$ cat src/rtl/module_imem_loader_pkg.sv
// Shared definitions for the instruction-memory loader: FSM encoding and
// the word/byte address relationship used when writing the image.
package module_imem_loader_pkg;

    typedef enum logic [1:0] {
        ST_IDLE  = 2'd0,
        ST_LOAD  = 2'd1,
        ST_DONE  = 2'd2,
        ST_ERROR = 2'd3
    } loader_state_e;

    localparam int BYTES_PER_WORD  = 4;
    localparam int WORD_ADDR_SHIFT = 2;

endpackage : module_imem_loader_pkg

$ cat src/rtl/module_watchdog_counter.sv
// Idle watchdog: counts enabled cycles since the last clear and flags the
// cycle in which the count reaches TIMEOUT. TIMEOUT=0 disables it entirely.
module module_watchdog_counter #(
    parameter int TIMEOUT = 256
) (
    input  logic clk,
    input  logic rst,
    input  logic clear,
    input  logic enable,
    output logic expired
);

    localparam int CNT_W = (TIMEOUT > 1) ? $clog2(TIMEOUT + 1) : 1;

    generate
        if (TIMEOUT > 0) begin : g_enabled
            localparam logic [CNT_W-1:0] LAST_IDLE = CNT_W'(TIMEOUT - 1);
            localparam logic [CNT_W-1:0] LIMIT     = CNT_W'(TIMEOUT);
            localparam logic [CNT_W-1:0] ONE       = CNT_W'(1);

            logic [CNT_W-1:0] count_r;

            // Idle cycle counter, saturating at TIMEOUT.
            always_ff @(posedge clk) begin
                if (rst) begin
                    count_r <= '0;
                end else if (clear) begin
                    count_r <= '0;
                end else if (enable && (count_r != LIMIT)) begin
                    count_r <= count_r + ONE;
                end else begin
                    count_r <= count_r;
                end
            end

            // Fires during the idle cycle that brings the count to TIMEOUT.
            assign expired = enable && !clear && (count_r == LAST_IDLE);
        end else begin : g_disabled
            logic unused_s;
            assign unused_s = clk ^ rst ^ clear ^ enable;
            assign expired  = 1'b0;
        end
    endgenerate

endmodule : module_watchdog_counter

$ cat src/rtl/module_imem_loader.sv
// Boot loader for the instruction memory: streams words into consecutive
// 4-byte addresses while holding the CPU, then hands addr back to the PC.
module module_imem_loader
    import module_imem_loader_pkg::*;
#(
    parameter int WORD_SIZE    = 32,
    parameter int ADDRESS_BITS = 32,
    parameter int MEMORY       = 1024,
    parameter int TIMEOUT      = 256
) (
    input  logic                    clk,
    input  logic                    rst,
    input  logic                    load_start,
    input  logic [ADDRESS_BITS-1:0] load_len,
    input  logic                    in_valid,
    input  logic [WORD_SIZE-1:0]    in_data,
    output logic                    in_ready,
    input  logic [ADDRESS_BITS-1:0] pc,
    output logic                    prog,
    output logic [ADDRESS_BITS-1:0] addr,
    output logic [WORD_SIZE-1:0]    code,
    output logic                    cpu_hold,
    output logic                    load_done,
    output logic                    load_error
);

    localparam logic [ADDRESS_BITS:0]   MEM_LIMIT = (ADDRESS_BITS + 1)'(MEMORY);
    localparam logic [ADDRESS_BITS-1:0] ONE_A     = ADDRESS_BITS'(1);

    loader_state_e           state_r;
    logic                    prog_r;
    logic [WORD_SIZE-1:0]    code_r;
    logic [ADDRESS_BITS-1:0] load_addr_r;
    logic                    cpu_hold_r;
    logic                    in_ready_r;
    logic                    load_done_r;
    logic                    load_error_r;
    logic [ADDRESS_BITS-1:0] count_r;
    logic [ADDRESS_BITS-1:0] len_r;

    logic                    transfer_s;
    logic                    len_ok_s;
    logic                    last_word_s;
    logic                    wd_clear_s;
    logic                    wd_enable_s;
    logic                    wd_expired_s;

    // in_ready_r is only ever set while in LOAD, so it qualifies the handshake alone.
    assign transfer_s  = in_valid && in_ready_r;
    assign len_ok_s    = (load_len != '0) && ({1'b0, load_len} <= MEM_LIMIT);
    assign last_word_s = (count_r == (len_r - ONE_A));
    assign wd_clear_s  = (state_r != ST_LOAD) || transfer_s;
    assign wd_enable_s = (state_r == ST_LOAD) && !transfer_s;

    module_watchdog_counter #(
        .TIMEOUT (TIMEOUT)
    ) u_idle_watchdog (
        .clk     (clk),
        .rst     (rst),
        .clear   (wd_clear_s),
        .enable  (wd_enable_s),
        .expired (wd_expired_s)
    );

    // Loader FSM and all registered outputs.
    always_ff @(posedge clk) begin
        if (rst) begin
            state_r      <= ST_IDLE;
            prog_r       <= 1'b0;
            code_r       <= '0;
            load_addr_r  <= '0;
            cpu_hold_r   <= 1'b1;
            in_ready_r   <= 1'b0;
            load_done_r  <= 1'b0;
            load_error_r <= 1'b0;
            count_r      <= '0;
            len_r        <= '0;
        end else begin
            prog_r <= 1'b0;
            case (state_r)
                ST_IDLE, ST_DONE, ST_ERROR: begin
                    if (load_start && len_ok_s) begin
                        state_r      <= ST_LOAD;
                        in_ready_r   <= 1'b1;
                        cpu_hold_r   <= 1'b1;
                        load_done_r  <= 1'b0;
                        load_error_r <= 1'b0;
                        count_r      <= '0;
                        len_r        <= load_len;
                    end else if (load_start) begin
                        state_r      <= ST_ERROR;
                        in_ready_r   <= 1'b0;
                        cpu_hold_r   <= 1'b1;
                        load_done_r  <= 1'b0;
                        load_error_r <= 1'b1;
                    end else if (state_r == ST_DONE) begin
                        // Release the CPU only once the final write pulse has gone out.
                        cpu_hold_r <= 1'b0;
                    end else begin
                        state_r <= state_r;
                    end
                end
                ST_LOAD: begin
                    if (transfer_s) begin
                        prog_r      <= 1'b1;
                        code_r      <= in_data;
                        load_addr_r <= count_r << WORD_ADDR_SHIFT;
                        count_r     <= count_r + ONE_A;
                        if (last_word_s) begin
                            state_r     <= ST_DONE;
                            in_ready_r  <= 1'b0;
                            load_done_r <= 1'b1;
                        end else begin
                            state_r <= ST_LOAD;
                        end
                    end else if (wd_expired_s) begin
                        state_r      <= ST_ERROR;
                        in_ready_r   <= 1'b0;
                        load_error_r <= 1'b1;
                    end else begin
                        state_r <= ST_LOAD;
                    end
                end
                default: begin
                    state_r    <= ST_IDLE;
                    in_ready_r <= 1'b0;
                    cpu_hold_r <= 1'b1;
                end
            endcase
        end
    end

    assign addr       = prog_r ? load_addr_r : pc;
    assign prog       = prog_r;
    assign code       = code_r;
    assign cpu_hold   = cpu_hold_r;
    assign in_ready   = in_ready_r;
    assign load_done  = load_done_r;
    assign load_error = load_error_r;

endmodule : module_imem_loader

$ cat config.mk
export PLATFORM = sky130hd
export DESIGN_NAME = module_imem_loader
export DESIGN_NICKNAME = d
export VERILOG_FILES = /design/src/rtl/module_imem_loader_pkg.sv /design/src/rtl/module_watchdog_counter.sv /design/src/rtl/module_imem_loader.sv
export SDC_FILE = /design/constraint.sdc
export NUM_CORES = 1
export LEC_CHECK = 0
export CAP_MARGIN = 40
export CORE_MARGIN = 5
export CORE_UTILIZATION = 30
export DETAILED_ROUTE_END_ITERATION = 7
export GPL_TIMING_DRIVEN = 0
export PLACE_DENSITY = 0.58
export SLEW_MARGIN = 20
export SYNTH_ARGS = -nofsm -noshare
export SYNTH_HDL_FRONTEND = slang
export SYNTH_SLANG_ARGS = --single-unit
$ cat constraint.sdc
create_clock -name clk -period 4.7 [get_ports clk]
set_clock_uncertainty 0.15 [all_clocks]
set_input_delay 1.41 -clock clk [delete_from_list [all_inputs] [get_ports clk]]
set_output_delay 1.41 -clock clk [all_outputs]
set_load 0.05 [all_outputs]
---- Word-level counts from Yosys, hierarchy flattened ----
Index checks and enable logic that the tools add are counted.
W data, S select, Z words.
storage, ports and cells
  flip-flop bits (word level) ............. 142
  bits of input ports ..................... 100
  output and inout port bits .............. 69
  logic and storage cells ................. 83
operators by class
  add/sub/neg operators ................... 3
  order comparisons ....................... 1
  equality and inequality tests ........... 15
  muxes and demuxes ....................... 29
  bitwise gates (word level) .............. 1
  reductions and logical operators ........ 23
operator list
  cell                     count
  $mux W32                 3
  $pmux W32 S2             1
  $add A32 B1 Y32 const B  1
  $eq A32 B32 Y1           1
  $le A32 B11 Y1 const B   1
  $reduce_bool A32 Y1      1
  $sub A32 B1 Y32 const B  1
  $mux W1                  16
  $mux W2                  5
  $add A9 B1 Y9 const B    1
  $eq A9 B8 Y1 const B     1
  $ne A9 B9 Y1 const B     1
  $reduce_and A3 Y1        3
  $ne A2 B2 Y1 const B     4
  $reduce_and A2 Y1        4
  $logic_and A1 B1 Y1      7
  $ne A3 B3 Y1 const B     2
  $pmux W1 S2              3
  $eq A2 B2 Y1 const B     2
  $ne A2 B1 Y1 const B     2
  $pmux W2 S2              1
  $reduce_or A2 Y1         2
  $ne A3 B2 Y1 const B     1
  $reduce_bool A3 Y1       1
  6 further kinds          7

---- Logic depth before layout (Yosys ltp) ----
  word-level depth ........................ 8
  gate-level depth with buffers ........... 10
  gate-level depth less buffers ........... 10

---- Hierarchy ----
A second synthesis with hierarchy kept.
second synthesis, totals
  cells, all modules ...................... 874
  area, all modules ....................... 7123.1 um^2
by module, submodules not included
  module                   times used  cells each  area an instance (um^2)  sequential area each (um^2)
  module_imem_loader       1           817         6638.9                   2662.6
  module_watchdog_counter  1           57          484.2                    180.2

---- Worst setup path after synthesis ----
OpenSTA, ideal clock, no wires.
  path kind ............................... input to register
  start ................................... input port load_len[6]
  end ..................................... register count_r[14]
  library setup time ...................... 0.128 ns
  data arrival time ....................... 3.484 ns
  data required time ...................... 4.422 ns
  slack ................................... 0.938 ns
  stages .................................. 8
  buffers on the path ..................... 2
  path through ............................ or4_1 o31a_1 nor4_2 nand2_1 nand2b_1 clkbuf_1 clkbuf_1 nor2_1
on the way
  cells in the longest elaborated chain, start to end .. 5
  elaborated cells on any way between the ends .. 6
  those cells by class .................... order compare (1); eq/ne (1); reduce/logical (4)
RTL lines
  item                                                          line                       source
  start, declared                                               module_imem_loader.sv:14   input logic [ADDRESS_BITS-1:0] load_len,
  $le A32 B11 Y1 / $reduce_bool A32 Y1 (equally long branches)  module_imem_loader.sv:50   assign len_ok_s = (load_len != '0) && ({1'b0, load_len} <= MEM_LIMIT);
  $logic_and A1 B1 Y1 (*)                                       module_imem_loader.sv:50
  $logic_and A1 B1 Y1 (*)                                       module_imem_loader.sv:82   if (load_start && len_ok_s) begin
  $ne A2 B2 Y1 (no source line) (*)                             n/a
  $reduce_and A2 Y1 (no source line) (*)                        n/a
  end signal, assigned                                          module_imem_loader.sv:108  count_r <= count_r + ONE_A;
  end, declared                                                 module_imem_loader.sv:38   logic [ADDRESS_BITS-1:0] count_r;
Every way passes the cells marked *; elsewhere a longest branch is shown, timed or not.
A chain may end at the register's enable or synchronous reset.

---- Worst setup path in the final report ----
  start ................................... input port load_len[6]
  end ..................................... register count_r[25]
The elaborated chain is that of the path after synthesis.

==> results.json <==
{
  "htree_levels": 4,
  "power.leakage_uw": 0.00333,
  "clkPwrFrac_pct": 49.1,
  "syn_area_per_cell_um2": 8.20,
  "run_status": "complete, no violations",
  "grt_pass1_vias": 6333,
  "path_cells": "clkdlybuf4s50_1 > or4_1 > o31a_1 > nor4_4 > nand2_1 > nand2b_1 > clkbuf_1 > clkbuf_1 > nor2_1",
  "cts_tree": "done",
  "place_congestion": 0.858,
  "path_class": "input port to flop",
  "synth_top_area_cell": "dfxtp_1",
  "vias": 6687,
  "drtIter0Drc": 416,
  "min_path_type": "flop to flop",
  "crit_path_max_fanout": 10,
  "crit_arrival_ps": 4530,
  "mappedNetlistNets": 965,
  "clockBufferDepth": 2,
  "ant_nets": 0,
  "grt_max_degree": 17,
  "numCtsBuffers": 17,
  "required_ps": 4850,
  "p_int_uw": 2220,
  "final_nets": 1151,
  "syn_inst": 860,
  "synth_area_leaders": "dfxtp_1 40%, nand2_1 8.8%, a21oi_1 6.7%",
  "vdd_ir_drop_max_mv": 0.199,
  "drc": 0,
  "cts_sinks": 142,
  "rrSetupSlack_ps": 1290,
  "rsz0062_at_grt": "false",
  "insertion_delay_ps": 430,
  "regToRegEndpoint": "state_r[1]$_SDFFE_PP0P_",
  "viasPerCell": 4.85,
  "timing.final.ws_setup_ps": 314,
  "slowest_stage": "or4_1",
  "fin_util_pct": 41.8,
  "ioPinCount": 169,
  "root_buffer": "clkbuf_16",
  "synth_edf_count": 0,
  "avgRoutedWirePerCell_um": 15.6,
  "critPathMostFrequentCell": "clkbuf_1",
  "holdBufCountCts": 0,
  "core_area_um2": 23300,
  "p_sw_uw": 704,
  "routed_wl_mm": 21.5,
  "max_slew.worst_pin.slew_ps": 866,
  "n_antenna_cell": 0,
  "die_w_um": 163,
  "period_share_pct": 93.3,
  "slew_viol_final": 0,
  "grt-ovfl-total": 0,
  "yosysSeqAreaShare_pct": 40.3,
  "drive_gt1_share_pct": 9.25,
  "die_area_um2": 26700,
  "synth_flop_cell": "dfxtp_1",
  "pre_cts_slack_ps": -372,
  "r2r_start": "len_r[0]$_SDFFE_PP0P_",
  "setup_viol": 0,
  "final_cell_mix": "167 x clkdlybuf4s50_1, 165 x nand2_1, 142 x dfxtp_1",
  "synth_area_um2": 7050,
  "path_clk_slew_ps": 60,
  "async_flop_share_pct": 0,
  "dp_hpwl_mm": 16.4,
  "rows": 56,
  "grt_pass1_wl_mm": 33.8,
  "yosys.cell_types.count": 65,
  "seqPwrFrac_pct": 41.6,
  "cp-end-kind": "flop",
  "synth-seq-cells": 142,
  "start_util_pct": 30.2,
  "die_h_um": 163,
  "grt_use_total_pct": 15.9,
  "hold_viol": 0,
  "area_growth_syn_to_layout_pct": 38.4,
  "switching_share_pct": 24.1,
  "p_per_area_nw_per_um2": 299,
  "synth.top_cell.area_share_pct": 40.3,
  "antenna_found_initial": 1,
  "cp-startpoint": "load_len[6]",
  "fin_crit_ps": 4390,
  "first_pass_iters": 7,
  "power.share.combinational_pct": 9.3,
  "max_freq_ghz": 0.228,
  "final_common_cell": "clkdlybuf4s50_1",
  "reg2regPathDepth": 10,
  "critPathLaunchType": "input port",
  "critPathMaxStageDelay_ps": 550,
  "drv_cap": 0,
  "port_buffers": 167,
  "slew_headroom_pct": 42.2,
  "yosys_warnings": 0,
  "crit_path_end": "count_r[25]$_SDFFE_PP0P_"
}
==> cell families after synthesis <==
logic type | after synthesis | share of synthesized area, %
AND/OR/NAND/NOR | 407 | 29.4
flip-flops | 142 | 40.3
AO/OA/AOI/OAI | 138 | 11.4
XOR/XNOR | 71 | 8.82
buffers and inverters | 63 | 3.82
multiplexers | 34 | 5.43
adder cells (fa/ha/maj) | 5 | 0.887
==> critical path, delay by kind of cell <==
| family | cells | cell delay, ps |
|---|---|---|
| compound gates | 1 | 330 |
| buf+inv | 3 | 1260 |
| simple gates | 5 | 1510 |
==> layer usage <==
layer  wire, um  up-vias  GRT usage (%)
met5         13        -              0
met4        347        2           4.84
met3       1430       32           3.79
met2       9660      216           25.3
met1      10100     3074           21.4
li1           -     3363              -
==> power groups by stage <==
stage,clock network (uW),logic [uW],registers [uW]
finish,1430,271,1220
global route,1520,286,1220
CTS,1460,273,1220
detailed placement,0,271,1240
global placement,0,271,1240
floorplan,0,115,1260
==> through the flow <==
stage	power [uW]	instances	hold slack (ps)	setup TNS, ps	instance area [um2]
CTS	2950	1378	307	0	9750
floorplan	1370	860	283	0	7050
global placement	1510	1346	291	-5170	9120
global route	3020	1378	327	0	9760
finish	2920	1378	303	0	9760
detailed placement	1510	1346	298	-6330	9120
==> synthesized netlist by cell type (3+ instances only) <==
cell       count
nand2_1      165
dfxtp_1      142
a21oi_1       94
nor2_1        60
xnor2_1       48
clkbuf_1      43
nand3_1       36
mux2_2        34
and2_1        26
xor2_1        23
nand4_1       19
nor3_1        16
nor4_1        15
and3_1        10
and4_1         9
inv_1          8
nand2b_1       8
o21ai_0        8
or2_2          8
or3_1          8
buf_1          7
ha_1           5
a211oi_1       4
a31oi_1        4
nor4_4         3
o2111ai_1      3
o31ai_1        3
or4_1          3
==> cell type report <==
cell class | count | area (um2)
tap | 319 | 399
buffer | 55 | 239
fill | 2389 | 13600
timing repair buffer | 167 | 1670
clock inverter | 13 | 178
multi-input combinational | 655 | 3950
sequential | 142 | 2840
inverter | 8 | 30.0
clock buffer | 19 | 453
==> worst min path at each step <==
stage	from	endpoint	depth (start not counted)
after detailed placement	code[18]$_SDFFE_PP0P_	code[18]$_SDFFE_PP0P_	2
after CTS	code[18]$_SDFFE_PP0P_	code[18]$_SDFFE_PP0P_	2
after floorplan	load_addr_r[10]$_SDFFE_PP0P_	load_addr_r[10]$_SDFFE_PP0P_	2
after global routing	load_addr_r[7]$_SDFFE_PP0P_	load_addr_r[7]$_SDFFE_PP0P_	2
after global placement	code[2]$_SDFFE_PP0P_	code[2]$_SDFFE_PP0P_	2
final	load_addr_r[13]$_SDFFE_PP0P_	load_addr_r[13]$_SDFFE_PP0P_	2
==> flip-flops by register name, indices dropped and copies added, names as in the netlist <==
name	count
code	32
count_r	32
len_r	32
load_addr_r	30
u_idle_watchdog.g_enabled.count_r	9
state_r	2
cpu_hold	1
in_ready	1
load_done	1
load_error	1
prog	1
==> what timing repair did <==
action	CTS	global route
buffers inserted	0	0
setup endpoints to repair	0	10
resized for setup	0	1
Power figures use the tool's default switching activity.
